$ cat src/rtl/cache_pkg.sv
// Shared definitions for the instruction cache: FSM encoding, default geometry,
// and the saturating counter helper.
package cache_pkg;

  localparam int LINES_DEF = 16;
  localparam int WORDS_DEF = 4;

  typedef enum logic [1:0] {
    IDLE = 2'd0,
    REQ  = 2'd1,
    FILL = 2'd2,
    DONE = 2'd3
  } state_e;

  function automatic logic [31:0] sat_inc(input logic [31:0] v);
    return (v == 32'hFFFF_FFFF) ? v : v + 32'd1;
  endfunction

endpackage

$ cat src/rtl/icache_array.sv
// Tag/valid/data storage for the direct-mapped instruction cache.
// Combinational read; independent word and tag+valid write ports; bulk valid clear.
module icache_array #(
  parameter int LINES = 16,
  parameter int WORDS = 4,
  parameter int TAG_W = 24
) (
  input  logic                     clk,
  input  logic                     rst_n,
  input  logic [$clog2(LINES)-1:0] rd_idx,
  input  logic [$clog2(WORDS)-1:0] rd_off,
  output logic                     rd_valid,
  output logic [TAG_W-1:0]         rd_tag,
  output logic [31:0]              rd_word,
  input  logic                     word_we,
  input  logic [$clog2(LINES)-1:0] word_idx,
  input  logic [$clog2(WORDS)-1:0] word_off,
  input  logic [31:0]              word_data,
  input  logic                     tag_we,
  input  logic [$clog2(LINES)-1:0] tag_idx,
  input  logic [TAG_W-1:0]         tag_data,
  input  logic                     clr_all
);

  logic [LINES-1:0] valid_q, valid_d;
  logic [TAG_W-1:0] tag_mem  [LINES];
  logic [31:0]      data_mem [LINES][WORDS];

  assign rd_valid = valid_q[rd_idx];
  assign rd_tag   = tag_mem[rd_idx];
  assign rd_word  = data_mem[rd_idx][rd_off];

  // A clear wins over a same-cycle line install, so a pending invalidate
  // also kills the line that is just being completed.
  always_comb begin
    valid_d = valid_q;
    if (clr_all) begin
      valid_d = '0;
    end else if (tag_we) begin
      valid_d[tag_idx] = 1'b1;
    end
  end

  always_ff @(posedge clk or negedge rst_n) begin
    if (!rst_n) begin
      valid_q <= '0;
    end else begin
      valid_q <= valid_d;
    end
  end

  always_ff @(posedge clk) begin
    if (word_we) begin
      data_mem[word_idx][word_off] <= word_data;
    end
    if (tag_we) begin
      tag_mem[tag_idx] <= tag_data;
    end
  end

endmodule

$ cat src/rtl/instr_cache.sv
// Direct-mapped, read-only instruction cache with zero-latency hits,
// a single outstanding line refill, deferred invalidate and perf counters.
module instr_cache
  import cache_pkg::*;
#(
  parameter int LINES = LINES_DEF,
  parameter int WORDS = WORDS_DEF
) (
  input  logic        clk,
  input  logic        rst_n,
  input  logic        cpu_req,
  input  logic [31:0] cpu_addr,
  output logic [31:0] cpu_instr,
  output logic        cpu_stall,
  input  logic        inval,
  output logic        mem_req_valid,
  input  logic        mem_req_ready,
  output logic [31:0] mem_req_addr,
  input  logic        mem_resp_valid,
  input  logic [31:0] mem_resp_data,
  output logic [31:0] hit_count,
  output logic [31:0] miss_count
);

  localparam int OFF_W  = $clog2(WORDS);
  localparam int IDX_W  = $clog2(LINES);
  localparam int TAG_W  = 32 - IDX_W - OFF_W - 2;
  localparam int LINE_W = 32 - OFF_W - 2;

  logic [OFF_W-1:0]  req_off;
  logic [IDX_W-1:0]  req_idx;
  logic [TAG_W-1:0]  req_tag;
  logic              unused_addr_bits;

  state_e            state_q, state_d;
  logic [OFF_W-1:0]  beat_q, beat_d;
  logic              pend_q, pend_d;
  logic [31:0]       hit_q, hit_d;
  logic [31:0]       miss_q, miss_d;
  logic [LINE_W-1:0] line_q, line_d;

  logic              rd_valid;
  logic [TAG_W-1:0]  rd_tag;
  logic [31:0]       rd_word;
  logic              hit;
  logic              word_we, tag_we, clr_all;

  assign req_off = cpu_addr[OFF_W+1:2];
  assign req_idx = cpu_addr[IDX_W+OFF_W+1:OFF_W+2];
  assign req_tag = cpu_addr[31:IDX_W+OFF_W+2];
  // Byte-lane bits carry no information for word fetches.
  assign unused_addr_bits = ^cpu_addr[1:0];

  icache_array #(
    .LINES(LINES),
    .WORDS(WORDS),
    .TAG_W(TAG_W)
  ) u_array (
    .clk      (clk),
    .rst_n    (rst_n),
    .rd_idx   (req_idx),
    .rd_off   (req_off),
    .rd_valid (rd_valid),
    .rd_tag   (rd_tag),
    .rd_word  (rd_word),
    .word_we  (word_we),
    .word_idx (line_q[IDX_W-1:0]),
    .word_off (beat_q),
    .word_data(mem_resp_data),
    .tag_we   (tag_we),
    .tag_idx  (line_q[IDX_W-1:0]),
    .tag_data (line_q[LINE_W-1:IDX_W]),
    .clr_all  (clr_all)
  );

  assign hit          = rd_valid && (rd_tag == req_tag);
  assign cpu_instr    = rd_word;
  assign mem_req_addr = {line_q, {(OFF_W + 2){1'b0}}};
  assign hit_count    = hit_q;
  assign miss_count   = miss_q;

  always_comb begin
    state_d       = state_q;
    beat_d        = beat_q;
    pend_d        = pend_q;
    hit_d         = hit_q;
    miss_d        = miss_q;
    line_d        = line_q;
    cpu_stall     = 1'b1;
    mem_req_valid = 1'b0;
    word_we       = 1'b0;
    tag_we        = 1'b0;
    clr_all       = 1'b0;
    case (state_q)
      IDLE: begin
        cpu_stall = cpu_req && !hit;
        clr_all   = inval;
        if (cpu_req) begin
          if (hit) begin
            hit_d = sat_inc(hit_q);
          end else begin
            miss_d  = sat_inc(miss_q);
            line_d  = cpu_addr[31:OFF_W+2];
            state_d = REQ;
          end
        end
      end
      REQ: begin
        mem_req_valid = 1'b1;
        pend_d        = pend_q || inval;
        if (mem_req_ready) begin
          state_d = FILL;
        end
      end
      FILL: begin
        pend_d = pend_q || inval;
        if (mem_resp_valid) begin
          word_we = 1'b1;
          if (beat_q == OFF_W'(WORDS - 1)) begin
            tag_we  = 1'b1;
            beat_d  = '0;
            state_d = DONE;
          end else begin
            beat_d = beat_q + OFF_W'(1);
          end
        end
      end
      DONE: begin
        // An invalidate arriving in this very cycle still has to take effect.
        clr_all = pend_q || inval;
        pend_d  = 1'b0;
        state_d = IDLE;
      end
      default: state_d = IDLE;
    endcase
  end

  always_ff @(posedge clk or negedge rst_n) begin
    if (!rst_n) begin
      state_q <= IDLE;
      beat_q  <= '0;
      pend_q  <= 1'b0;
      hit_q   <= '0;
      miss_q  <= '0;
    end else begin
      state_q <= state_d;
      beat_q  <= beat_d;
      pend_q  <= pend_d;
      hit_q   <= hit_d;
      miss_q  <= miss_d;
    end
  end

  always_ff @(posedge clk) begin
    line_q <= line_d;
  end

endmodule
$ cat config.mk
export PLATFORM = sky130hd
export DESIGN_NAME = instr_cache
export DESIGN_NICKNAME = d
export VERILOG_FILES = /design/src/rtl/cache_pkg.sv /design/src/rtl/icache_array.sv /design/src/rtl/instr_cache.sv
export SDC_FILE = /design/constraint.sdc
export NUM_CORES = 2
export LEC_CHECK = 0
export BUFFER_PORTS_ARGS = -buffer_cell sky130_fd_sc_hd__buf_2
export CAP_MARGIN = 0
export CORE_MARGIN = 3
export CORE_UTILIZATION = 29
export DETAILED_ROUTE_END_ITERATION = 6
export GPL_TIMING_DRIVEN = 0
export PLACE_DENSITY_LB_ADDON = 0.15
export SLEW_MARGIN = 40
export SYNTH_ARGS = -nofsm -noshare
export SYNTH_HDL_FRONTEND = slang
export SYNTH_SLANG_ARGS = --single-unit
$ cat constraint.sdc
create_clock -name clk -period 11.5 [get_ports clk]
set_clock_uncertainty 0.1 [all_clocks]
set_input_delay 0.575 -clock clk [delete_from_list [all_inputs] [get_ports clk]]
set_output_delay 0.575 -clock clk [all_outputs]
set_load 0.005 [all_outputs]
After elaboration in Yosys (flattened, before gate mapping)
Memory sizes are Yosys's and may differ from the RTL's.
Cells that the tools add are included.

cells by class
  add/subtract/negate cells = 3
  mux-type cells = 31
  order comparisons = 6
  reduce and logical (&&, ||, !) cells = 15
  bitwise gates (word level) = 6
  eq/ne operators = 12

operators by type and width
  operator               number
  $mux 128               1
  $mux 32                3
  $add 32x1->32 const B  2
  $bmux 32 s2            1
  $demux 32 s2           1
  $eq 32x32->1 const B   2
  $mux 16                2
  $eq 24x24->1           1
  $or 16x16->16          1
  $mux 1                 12
  $mux 2                 6
  $lt 4x5->1 const B     2
  $ne 2x2->1 const B     5
  $pmux 2 s4             1
  $reduce_and 4->1       2
  $eq 2x2->1 const B     3
  $ge 3x3->1 const B     2
  $not 2->3              2
  $reduce_and 5->1       1
  $bmux 1 s4             1
  $demux 1 s4            1
  $ge 4x1->1 const B     1
  $logic_and 1x1->1      4
  $pmux 1 s2             2
  other kinds (11)       14

storage, ports and cells
  output and inout port bits = 130
  input bits = 70
  memories = 2
  RAM bits = 2,432
  logic and storage cells = 82
  bits in registers = 113

memory list
  memory            depth  width  rd ports  clocked after memory_dff  write ports  RTL line            RTL
  u_array.data_mem  16     128    1         0                         1            icache_array.sv:27  logic [31:0] data_mem [LINES][WORDS];
  u_array.tag_mem   16     24     1         0                         1            icache_array.sv:26  logic [TAG_W-1:0] tag_mem [LINES];

Depth between registers and ports, before layout
  depth after elaboration = 7
  gate-level depth with buffers = 18
  gate-level depth less buffers = 10

Hierarchy
A second synthesis with hierarchy kept.

second synthesis, totals
  cells, all modules = 4,366
  area, all modules = 98,761.0 µm²

modules (own cells, without submodules)
  module        cells each  area an instance (µm²)  sequential area each (µm²)  instances
  icache_array  3,930       93,868.8                73,430.4                    1
  instr_cache   436         4,892.2                 2,567.5                     1

Worst setup path before layout
Ideal clock, no wire load.

  path type = input -> register
  from = input cpu_addr[5]
  to = register miss_q[22], in the netlist miss_count[22]
  setup slack = 6,379 ps
  stages on the path = 15
  arrival time = 4,897 ps
  setup time = 124 ps
  required time = 11,276 ps
  buffers on the path = 6
  cell sequence = buf_6 buf_6 buf_6 buf_2 mux4_2 a211oi_1 a31oi_1 xnor2_1 and4_1 a31oi_1 and2_1 buf_2 buf_2 nand4_1 xnor2_1

on the way
  word-level cells in the longest chain between the ends = 5
  elaborated cells on any way between the ends = 7
  classes of those cells = eq/ne (1); mux (2); bitwise (1); reduce/logical (2); memory (1)

ends and longest elaborated chain
  element                                      RTL line                               RTL
  start: declaration                           instr_cache.sv:12                      input logic [31:0] cpu_addr,
  $mem_v2 16x24 or $bmux 1 s4 (tied branches)  -
  $eq 24x24->1 or $mux 1 (tied branches)       instr_cache.sv:76, icache_array.sv:29
  $logic_and 1x1->1 (*)                        instr_cache.sv:76                      assign hit = rd_valid && (rd_tag == req_tag);
  $not 1->1 (no source line) (*)               -
  $reduce_and 4->1 (no source line) (*)        -
  end signal: assignment                       instr_cache.sv:150                     miss_q <= miss_d;
  end: declaration                             instr_cache.sv:39                      logic [31:0] miss_q, miss_d;

Every way passes the cells marked *; elsewhere a longest branch is shown, timed or not. The select of a mux whose other input is x is not followed.
A chain may end at the register's enable or synchronous reset.

Worst setup path after layout
  from = input cpu_addr[4]
  to = output cpu_instr[15]

on the way
  word-level cells in the longest chain between the ends = 4

ends and longest elaborated chain
  element                                     RTL line            RTL
  $mem_v2 16x128                              -
  $bmux 32 s2                                 icache_array.sv:31  assign rd_word = data_mem[rd_idx][rd_off];
  $mux 32 (implied by the code) (2 in a row)  icache_array.sv:31
  end: declaration                            instr_cache.sv:13   output logic [31:0] cpu_instr,

Every way passes these cells. The select of a mux whose other input is x is not followed.

==> results.md <==
- The initial antenna violation count is 22.
- Data on the critical path is required at its endpoint by 10,830 ps.
- The mux contribution to synthesized area is 18.0%.
- After synthesis, flip-flops and latches occupy 77.6% of the total area.
- The number of global-route vias before repair is 49,400.
- The detailed router finished its first iteration with 4,803 violations.
- By area, the combinational part of the netlist is dominated by multiplexers.
- The synthesized netlist devotes 1.76% of its cell area to simple gates.
- STA classifies the critical path startpoint as an input pin.
- The final cycle utilization of the critical path is 66.3%.
- The post-synthesis xor/xnor area fraction is 0.715%.
- The most frequent cell after synthesis is edfxtp_1.
- The clock reaches the later pin of the worst-skew pair after 910 ps.
- The commonest cells after synthesis are 2,460 x edfxtp_1, 739 x mux4_2, 113 x nor2_1.
- The final-report max-slew violation count is 0.
- The worst path meets setup with 3880 ps of slack.
- Max-cap violations in this run came to 0.
- The post-synthesis sequential element count is 2,545.
- In this run, CTS created clock tree buffers numbering 295.
- The detail route stage leaves a number of antenna-violating nets equal to 0.
- For this run, the number of Yosys warnings is 0.
- In this run, flip-flops and latches consume 50.5% of the power.
- Summing all flip-flop and latch instances after layout gives 76,000 sq um.
- The maximum ir drop on the vdd rail is 112 uV.
- Of all nets on the critical path, the largest fanout is 10.
- Counting tap cells, the placed design contains a total of 9,080 instances.
- In the routed layout, each cell is associated on average with a via count of 4.90.
- The share of the core filled with cells in the final layout is 35.8%.
- The number of buffers added on ports is 191.
- Routability-driven placement finished with a final weighted congestion of 0.775.
- The area share of the leading cell type in the synthesized netlist is 75.4%.
- After clock tree synthesis, the clock-pin slew on the worst setup and hold paths is 60 ps.
- After routing, the total negative slack on setup checks comes to 0 ps.
- The post-synthesis cell type count is 66.
- In the routed design, unresolved DRC markers number 0.
- The synthesized area per cell is 23.6 sq um.
- The most used flip-flop cell after synthesis is edfxtp_1.
- The total overflow left after global routing is 0.
- By startpoint and endpoint, the worst setup path is classified as in2out.
- STA classifies the critical path endpoint as a primary output.
- Combinational logic burns 6.4% of the power.
- For this block, the via count after detailed routing is 47,200.
- The run finished with clean final reports.
- The clock tree synthesis step divided the H-tree into 5 levels.
- The fraction of power consumed by the clock network is 43.1%.
- Counting every instance in the synthesized netlist gives 4,154.
- Counting along the longest clock path gives a buffer depth of 4.
- After floorplanning, the core was sized to cover 335,000 sq um.
- The CTS tree is yes.
- Post-CTS timing repair inserted 0 buffers for setup.
- The complex-gate fraction of the synthesized area is 0.798%.
- The number of enable-type register cells in the synthesized netlist is 2,460.
- From left edge to right edge, the die measures 587 um.
- The wire length of the first global-routing pass is 412,000 um.
- The largest total area in the synthesized netlist belongs to edfxtp_1.
- The post-synthesis share of cell area spent on full adders, half adders and majority gates is 0.140%.
- In the final routed layout, each cell accounts on average for 30.8 um.
- Net switching is 22.8% of the power.
- The pin slew with the least headroom to its limit is 914 ps.
- The worst pin sits at a relative slew slack of 38.9%.
- The worst setup timing slack at the placement stage is 4220 ps.
- The total iterations of the first detailed-routing run is 6.
- The number of I/O pins is 200.
- The maximum number of pins on one net before global-route repair is 65.
- Hold timing on the final database bottoms out at a slack of 109 ps.
- The die covers 345,000 sq um.
- In this run the clock root is driven by a clkbuf_16.
- For this run, the total global-route usage over all layers was measured as 17.0%.
- The row count is 212.
- Internal power comes to 15.9 mW.
- The placed cell area is 111,000 sq um.
- The number of hold-slack violations in the final timing report is 0.
- The finished cells cover 120,000 sq um.
- The total clock sinks is 2,545.
- The signed area change from the synthesized netlist to the final layout is 22.6%.
- The number of nets in the final layout is 5,000.
- Counting the fill cells in the layout gives 30,700.
- The estimated wirelength of the detail-placed design is 207,000 um.
- The initial utilization of the core area, before any placement, comes to 29.2%.
- The number of endpoints failing setup at the final stage is 0.
- The completed layout was analyzed and its total power is 20.6 mW.
- In this run the worst hold path is classified as in2reg.
- The async set-reset flop share out of synthesis is 3.34%.
- In this run the power density over the cells is 172 nW/um^2.
- The post-route netlist has 36.2% of its cells at a drive strength greater than 1.
- Data arrives at the worst endpoint at 6940 ps.
- The non-filler instance count after layout is 9,638.
- The routed design has 297,000 um of wire.
- For flop-to-flop paths, the worst setup slack is 7030 ps.
- The leakage power is 38.1 nW.
- Measured along the y axis, the die boundary spans 587 um.
- Setup repair after global routing left no endpoint under its margin.
- The clock period minus worst slack is 7620 ps.
- The cell area after synthesis is 98,000 sq um.
- The switching power of the nets is 4.71 mW.
- By area the synthesized netlist is led by edfxtp_1 75%, mux4_2 17%, dfrtp_1 2.2%.
- The fmax is 131 MHz.
- The footprint of the multi-input gates is 21,600 sq um.
[layout make-up]
type,count,share of cell area [%]
Tap cell,4494,4.68
Timing Repair Buffer,465,5.51
Clock inverter,140,0.947
Multi-Input combinational cell,1389,18.0
Antenna cell,8,0.0167
Inverter,13,0.0406
Buffer,210,0.906
Clock buffer,374,6.58
Sequential cell,2545,63.3
[final timing paths]
kind                                        start                       to  cells past startpoint
max                                   cpu_addr[4]            cpu_instr[15]                     15
min                              mem_resp_data[0]  u_array.data_mem[12][0]                      1
max reg2reg                u_array.tag_mem[2][18]           miss_count[10]                     14
min reg2reg                   u_array.valid_q[13]      u_array.valid_q[13]                      1
max in group asynchronous                   rst_n            miss_count[1]                      4
min in group asynchronous                   rst_n            hit_count[23]                      4
[power by group through the flow]
stage	clock (mW)	combinational [mW]	sequential, mW
final	8.90	1.32	10.4
after global placement	0	1.23	10.6
after detailed placement	0	1.35	10.6
after CTS	9.13	1.36	10.4
after floorplan	0	0.625	10.6
after global routing	9.49	1.41	10.4
[cells by family after synthesis]
group,after synthesis
compound gates,109
xor+xnor,80
fa+ha+maj,11
buf+inv,223
flops,2545
mux,835
other cells,1
simple gates,350
[state kept, by name, summed over array words and instances (netlist names)]
signal,cells
pend_q,1
u_array.tag_mem,384
beat_q,2
u_array.data_mem,2048
line_q,28
state_q,2
hit_count,32
u_array.valid_q,16
miss_count,32
[critical path, stage by stage]
cell and delay [ps]:
dlygate4sd3_1 520, buf_2 220, buf_4 320, buf_2 420, buf_4 330, buf_2 400
buf_2 570, clkbuf_1 630, buf_2 590, buf_2 480, mux4_2 610, mux4_2 550
nand2_1 100, a31oi_1 270, buf_2 250
[routing by layer]
metal | up-vias | global-route usage, % | routed length (um)
met5 | - | 0 | 38
met4 | 8 | 4.36 | 7590
met3 | 378 | 2.80 | 15300
met2 | 1331 | 27.6 | 143000
met1 | 26200 | 23.6 | 131000
li1 | 19400 | - | -
[layout by cell type, fill, tap and decap left out, drive strengths merged, types with 9 or more instances in the layout]
| cell type | count |
|---|---|
| bufinv | 11 |
| nand2 | 70 |
| nor2 | 113 |
| and3 | 25 |
| o22ai | 20 |
| nand4 | 24 |
| xnor2 | 70 |
| o21a | 18 |
| dlygate4sd3 | 34 |
| mux4 | 739 |
| a31oi | 12 |
| ha | 11 |
| and2 | 10 |
| dfrtp | 85 |
| inv | 23 |
| o21ai | 9 |
| clkinv | 116 |
| xor2 | 10 |
| clkbuf | 481 |
| mux2 | 32 |
| mux2i | 64 |
| nor3 | 11 |
| a211oi | 9 |
| nor2b | 17 |
| nand3 | 43 |
| edfxtp | 2460 |
| buf | 534 |
[repair_timing]
action,4_1_cts,5_1_grt
hold endpoints to repair,117,16
hold buffers,34,1
gates resized for setup,0,0
Note: power is estimated with default switching activity, not from simulation.
